--- config.mk ---
export PLATFORM = sky130hd
export DESIGN_NAME = weight_flip_apply_flat
export DESIGN_NICKNAME = d
export VERILOG_FILES = /design/src/rtl/weight_flip_apply_pkg.sv /design/src/rtl/weight_flip_apply_if.sv /design/src/rtl/weight_flip_apply_popcount.sv /design/src/rtl/weight_flip_apply.sv /design/src/flat_wrapper.sv
export SDC_FILE = /design/constraint.sdc
export NUM_CORES = 2
export LEC_CHECK = 0
export ABC_AREA = 1
export BUFFER_PORTS_ARGS = -buffer_cell sky130_fd_sc_hd__buf_2
export CAP_MARGIN = 5
export CORE_AREA = 2 2 426 428
export CTS_CLUSTER_DIAMETER = 50
export CTS_CLUSTER_SIZE = 30
export DETAILED_ROUTE_END_ITERATION = 10
export DIE_AREA = 0 0 428 430
export PLACE_DENSITY = 0.57
export REMOVE_ABC_BUFFERS = 1
export SYNTH_ARGS = -nofsm -noshare
export SYNTH_HDL_FRONTEND = slang
export SYNTH_SLANG_ARGS = --single-unit
--- constraint.sdc ---
create_clock -name clk_in -period 5.84 [get_ports clk_in]
set_input_delay 0.292 -clock clk_in [delete_from_list [all_inputs] [get_ports clk_in]]
set_output_delay 0.292 -clock clk_in [all_outputs]
set_load 0.005 [all_outputs]
--- src/rtl/weight_flip_apply_pkg.sv ---
// bitnet_pkg: shared defaults and flip-apply FSM state type
package bitnet_pkg;
  localparam int DEF_W_SIZE = 1024;
  localparam int DEF_WORD_W = 32;
  localparam int DEF_RD_LAT = 2;
  typedef enum logic [2:0] {IDLE, SCAN, WAIT, WRITE, DONE} flip_state_t;
endpackage

--- src/rtl/weight_flip_apply_if.sv ---
// weight_flip_apply_if: mask handshake, status and weight BRAM port bundle
interface weight_flip_apply_if import bitnet_pkg::*; #(
  parameter int W_SIZE = DEF_W_SIZE,
  parameter int WORD_W = DEF_WORD_W
);
  localparam int NUM_WORDS = W_SIZE / WORD_W;
  localparam int ADDR_W = $clog2(NUM_WORDS);
  localparam int CNT_W = $clog2(W_SIZE + 1);
  logic flip_valid_in;
  logic [W_SIZE-1:0] flip_mask_in;
  logic flip_ready_out;
  logic [ADDR_W-1:0] mem_addr_out;
  logic mem_we_out;
  logic [WORD_W-1:0] mem_wdata_out;
  logic [WORD_W-1:0] mem_rdata_in;
  logic busy_out;
  logic done_out;
  logic [CNT_W-1:0] flip_count_out;
  modport master (
    output flip_valid_in, flip_mask_in, mem_rdata_in,
    input flip_ready_out, mem_addr_out, mem_we_out, mem_wdata_out, busy_out, done_out, flip_count_out
  );
  modport slave (
    input flip_valid_in, flip_mask_in, mem_rdata_in,
    output flip_ready_out, mem_addr_out, mem_we_out, mem_wdata_out, busy_out, done_out, flip_count_out
  );
endinterface

--- src/rtl/weight_flip_apply_popcount.sv ---
// popcount: combinational count of set bits in a word
module popcount #(
  parameter int WIDTH = 32,
  parameter int OUT_W = $clog2(WIDTH + 1)
) (
  input  logic [WIDTH-1:0] i_data,
  output logic [OUT_W-1:0] o_count
);
  always_comb begin
    o_count = '0;
    for (int i = 0; i < WIDTH; i++) o_count = o_count + OUT_W'(i_data[i]);
  end
endmodule

--- src/rtl/weight_flip_apply.sv ---
// weight_flip_apply: XOR a sparse flip mask into a word-organised weight BRAM, skipping all-zero words
module weight_flip_apply import bitnet_pkg::*; #(
  parameter int W_SIZE = DEF_W_SIZE,
  parameter int WORD_W = DEF_WORD_W,
  parameter int RD_LAT = DEF_RD_LAT
) (
  input logic clk_in,
  input logic rst_in,
  weight_flip_apply_if.slave bus
);
  localparam int NUM_WORDS = W_SIZE / WORD_W;
  localparam int ADDR_W = $clog2(NUM_WORDS);
  localparam int CNT_W = $clog2(W_SIZE + 1);
  localparam int PC_W = $clog2(WORD_W + 1);
  localparam int LAT_W = RD_LAT > 1 ? $clog2(RD_LAT) : 1;
  flip_state_t r_state, w_nxt;
  logic [W_SIZE-1:0] r_mask;
  logic [ADDR_W-1:0] r_idx;
  logic [LAT_W-1:0] r_wcnt;
  logic [CNT_W-1:0] r_count;
  logic [WORD_W-1:0] w_slice;
  logic [PC_W-1:0] w_pop;
  logic w_last, w_zero;
  assign w_slice = r_mask[r_idx*WORD_W +: WORD_W];
  assign w_last = r_idx == ADDR_W'(NUM_WORDS - 1);
  assign w_zero = w_slice == '0;
  popcount #(.WIDTH(WORD_W)) u_pop (.i_data(w_slice), .o_count(w_pop));
  always_comb begin
    w_nxt = r_state;
    case (r_state)
      IDLE:    w_nxt = bus.flip_valid_in ? SCAN : IDLE;
      SCAN:    w_nxt = w_zero ? (w_last ? DONE : SCAN) : (RD_LAT > 1 ? WAIT : WRITE);
      WAIT:    w_nxt = r_wcnt == '0 ? WRITE : WAIT;
      WRITE:   w_nxt = w_last ? DONE : SCAN;
      default: w_nxt = IDLE;
    endcase
    bus.flip_ready_out = r_state == IDLE;
    bus.busy_out = r_state inside {SCAN, WAIT, WRITE};
    bus.done_out = r_state == DONE;
    bus.mem_we_out = r_state == WRITE;
    bus.mem_addr_out = r_idx;
    bus.mem_wdata_out = r_state == WRITE ? bus.mem_rdata_in ^ w_slice : '0;
    bus.flip_count_out = r_count;
  end
  always_ff @(posedge clk_in) begin
    if (rst_in) begin
      r_state <= IDLE;
      r_mask <= '0;
      r_idx <= '0;
      r_wcnt <= '0;
      r_count <= '0;
    end else begin
      r_state <= w_nxt;
      if (r_state == IDLE && bus.flip_valid_in) begin
        r_mask <= bus.flip_mask_in;
        r_idx <= '0;
        r_count <= '0;
      end
      if (r_state == SCAN) r_wcnt <= LAT_W'(RD_LAT - 2);
      if (r_state == SCAN && w_zero && !w_last) r_idx <= r_idx + 1'b1;
      if (r_state == WAIT) r_wcnt <= r_wcnt - 1'b1;
      if (r_state == WRITE) begin
        r_count <= r_count + CNT_W'(w_pop);
        if (!w_last) r_idx <= r_idx + 1'b1;
      end
    end
  end
endmodule

--- src/flat_wrapper.sv ---
// flat-port wrapper written by rule: the top's interface ports become plain ports
module weight_flip_apply_flat import bitnet_pkg::*;
#(
  parameter int W_SIZE = DEF_W_SIZE,
  parameter int WORD_W = DEF_WORD_W,
  parameter int RD_LAT = DEF_RD_LAT
)
  (clk_in, rst_in, bus_flip_valid_in, bus_flip_mask_in, bus_mem_rdata_in, bus_flip_ready_out, bus_mem_addr_out, bus_mem_we_out, bus_mem_wdata_out, bus_busy_out, bus_done_out, bus_flip_count_out);
  weight_flip_apply_if #(.W_SIZE(W_SIZE), .WORD_W(WORD_W)) bus_i ();
  input logic clk_in;
  input logic rst_in;
  input wire logic [$bits(bus_i.flip_valid_in)-1:0] bus_flip_valid_in;
  input wire logic [$bits(bus_i.flip_mask_in)-1:0] bus_flip_mask_in;
  input wire logic [$bits(bus_i.mem_rdata_in)-1:0] bus_mem_rdata_in;
  output wire logic [$bits(bus_i.flip_ready_out)-1:0] bus_flip_ready_out;
  output wire logic [$bits(bus_i.mem_addr_out)-1:0] bus_mem_addr_out;
  output wire logic [$bits(bus_i.mem_we_out)-1:0] bus_mem_we_out;
  output wire logic [$bits(bus_i.mem_wdata_out)-1:0] bus_mem_wdata_out;
  output wire logic [$bits(bus_i.busy_out)-1:0] bus_busy_out;
  output wire logic [$bits(bus_i.done_out)-1:0] bus_done_out;
  output wire logic [$bits(bus_i.flip_count_out)-1:0] bus_flip_count_out;
  assign bus_i.flip_valid_in = bus_flip_valid_in;
  assign bus_i.flip_mask_in = bus_flip_mask_in;
  assign bus_i.mem_rdata_in = bus_mem_rdata_in;
  assign bus_flip_ready_out = bus_i.flip_ready_out;
  assign bus_mem_addr_out = bus_i.mem_addr_out;
  assign bus_mem_we_out = bus_i.mem_we_out;
  assign bus_mem_wdata_out = bus_i.mem_wdata_out;
  assign bus_busy_out = bus_i.busy_out;
  assign bus_done_out = bus_i.done_out;
  assign bus_flip_count_out = bus_i.flip_count_out;
  weight_flip_apply #(.W_SIZE(W_SIZE), .WORD_W(WORD_W), .RD_LAT(RD_LAT)) u_core (.clk_in(clk_in), .rst_in(rst_in), .bus(bus_i));
endmodule
==> impl_metrics.ini <==
[grt]
grt_pass1_vias = 56664
grt_max_degree = 169
grt_pass1_wl_mm = 354
grtUsageTotal_pct = 25.4
overflow = 0
antenna_found_initial = 49

[power_and_ir_drop]
p_int_mw = 14.7
switching_share_pct = 33.5
p_sw_mw = 7.44
power_density_mw_per_mm2 = 299
p_comb_share_pct = 27.3
clkPwrFrac_pct = 35.7
leakage_nw = 31.7
pwr-share-seq_pct = 37.0
p_total_mw = 22.2
ir_drop_mv = 0.299

[synth]
ys_async_sr_fraction_pct = 0
yosysSeqAreaShare_pct = 44.2
synth.area.mux_share_pct = 0
synth_top_family_by_area = simple AND/OR/NAND/NOR gates
synth_cells = 6878
synth_cell_types = 29
synth_seq_cells = 1044
synth_top_cell_area_share_pct = 44.2
synthXorXnorAreaFrac_pct = 0.352
synth_area_mm2 = 0.0473
synth-edff-count = 0
ys_warn_count = 0
synth_ff_type = dfxtp_1
synth_largest_area_cell = dfxtp_1
synth_area_per_cell_um2 = 6.88
synthTopCellsByArea = dfxtp_1 (44%), nand2_1 (16%), a21oi_1 (13%)
synth-simple-area-share_pct = 22.6
synth-compound-area-share_pct = 21.6
synth_fa_ha_area_share_pct = 1.55

[timing]
slew_viol_final = 0
whs_ps = 68.5
fin_worst_skew_ps = 43.9
final.min_clock_period_ps = 6580
rsz0062_at_grt = true
tightest_slew_ps = 1130
finalHoldViolations = 0
fmax_mhz = 152
setup_viol = 10
finalSetupTns_ps = -5120
slew_headroom_pct = 24.6
period_share_pct = 113
layout_setup_ws_ps = -739

[die]
rows = 156
initial_utilization_pct = 26.3
core_mm2 = 0.180
fp.dieH_um = 430
io_pins = 1111
die_w_um = 428
dieArea_mm2 = 0.184

[clocking]
clk_pin_slew_worst_paths_ps = 60
max-clock-path-buffers = 3
cts.sinks = 1044
cts_tree = yes
cts-root-buf = clkbuf_16
clk_latency_ps = 770
cts_made_buffers = 118
htreeDepth = 3

[drt]
ant_nets = 0
dr.pass1.iters = 8
drtIter0Drc = 5142
vias_per_cell = 4.95
wl_mm = 246
vias = 57806
drc = 0
wl_per_cell_um = 21.1

[final_layout]
mostFrequentLayoutCells = nand2_1 (1935), a21oi_1 (1175), buf_2 (1109), dlygate4sd3_1 (1054), dfxtp_1 (1040)
layout-drive-gt1-share_pct = 21.2
area_growth_pct = 56.7
final_area_mm2 = 0.0741
final_common_cell = nand2_1
fin_nets = 10271

[status]
status = finished, violations left
violations = setup timing

[place]
port_buffers = 1110
gp_congestion = 0.939
dp_hpwl_mm = 165
place_ws_ps = -1460
placed_cell_area_mm2 = 0.0583

[worst_setup_path]
crit_path_end_kind = flip-flop
cp.required_ps = 6530
crit_fanout = 8
startpoint = u_core.bus.mem_addr_out[0]
worst_setup_path_start_kind = flip-flop
arrival_ps = 7270
critPathKind = flip-flop to flip-flop
reg2reg_depth = 26
timing.rr.start = u_core.bus.mem_addr_out[0]

[min_path]
holdCritStartpoint = bus_flip_mask_in[365]
hp-class = input pin to flip-flop
hold_depth = 3

[run]
maxCapViolCount = 0
-- path summary, 6_finish.rpt --
| path | end | slack [ps] |
|---|---|---|
| worst min-delay path | u_core.r_mask[365] | 70 |
| worst max register to register | u_core.bus.flip_count_out[8] | -740 |
| worst max-delay path | u_core.bus.flip_count_out[8] | -740 |
| worst min register to register | u_core.r_mask[677] | 450 |
-- per-layer routing --
layer	wire length (um)	vias up	track usage, %
met3	15000	1000	3.76
met5	29	-	0
met2	111000	2898	40.1
li1	-	27088	-
met1	98800	26816	30.9
met4	21500	4	19.8
-- sequential cells by signal, summed over array words and instances (netlist names) --
signal,cells
u_core.bus.mem_addr_out,5
u_core.bus.flip_count_out,11
u_core.r_mask,1024
u_core.r_wcnt,1
u_core.r_state,3
-- synthesized netlist by cell type, types with 26 or more instances --
cell and number:
a21oi_1 1183, buf_2 108, buf_4 29, clkbuf_1 399, dfxtp_1 1044, fa_1 26
inv_1 594, nand2_1 1956, nand3_1 570, nor2_1 116, o211ai_1 140, o21ai_0 625
-- final cells by class --
class / count / area, um2
Clock buffer: 132 / 3060
Tap cell: 2370 / 2970
Inverter: 601 / 2320
Multi-Input combinational cell: 4676 / 22000
Sequential cell: 1044 / 20900
Timing Repair Buffer: 2728 / 21700
Clock inverter: 91 / 1060
Antenna cell: 39 / 97.6
Fill cell: 17811 / 106000
-- per-stage QoR --
step / instances / util, %
floorplan: 6321 / -
global placement: 10323 / 32.4
detailed placement: 10323 / 32.4
CTS: 11625 / 40.9
global route: 11678 / 41.2
finish: 11681 / 41.2
-- power groups by stage --
stage               clock network (mW)  registers (mW)  logic (mW)
global route                      8.33            8.27        6.73
floorplan                            0            8.19        2.79
CTS                               8.02            8.19        5.94
global placement                     0            8.34        5.17
finish                            7.91            8.21        6.05
detailed placement                   0            8.35        5.24
-- critical path, stage by stage (launching register included) --
cell and delay, ps:
dfxtp_4 440, inv_12 70, buf_12 130, bufbuf_16 260, buf_4 170, nand2_1 70, nand3_1 60, nand3_1 90
nand3_1 110, nand2_2 170, nand2_4 100, fa_1 570, fa_1 440, fa_1 510, fa_1 580, fa_1 460
fa_1 540, fa_2 420, fa_2 360, nor2_2 130, inv_2 60, nor3_4 140, o21ai_2 100, a21oi_2 170
buf_4 130, a21oi_1 30, a211oi_1 200
-- cell families after synthesis --
group | count (synthesis)
and+or+nand+nor | 2652
xor gates and xnor gates | 19
AOI/OAI and AO/OA | 1962
adders and majority gates | 43
buffers and inverters | 1158
DFF | 1044
-- repair_timing --
item	CTS	global route
gates cloned	6	6
pin swaps	24	30
setup buffers	21	11
endpoints found under the hold margin	1017	1
hold buffers	1053	1
resized for setup	68	53
setup endpoints to repair	11	11
Power figures use the tool's default switching activity.
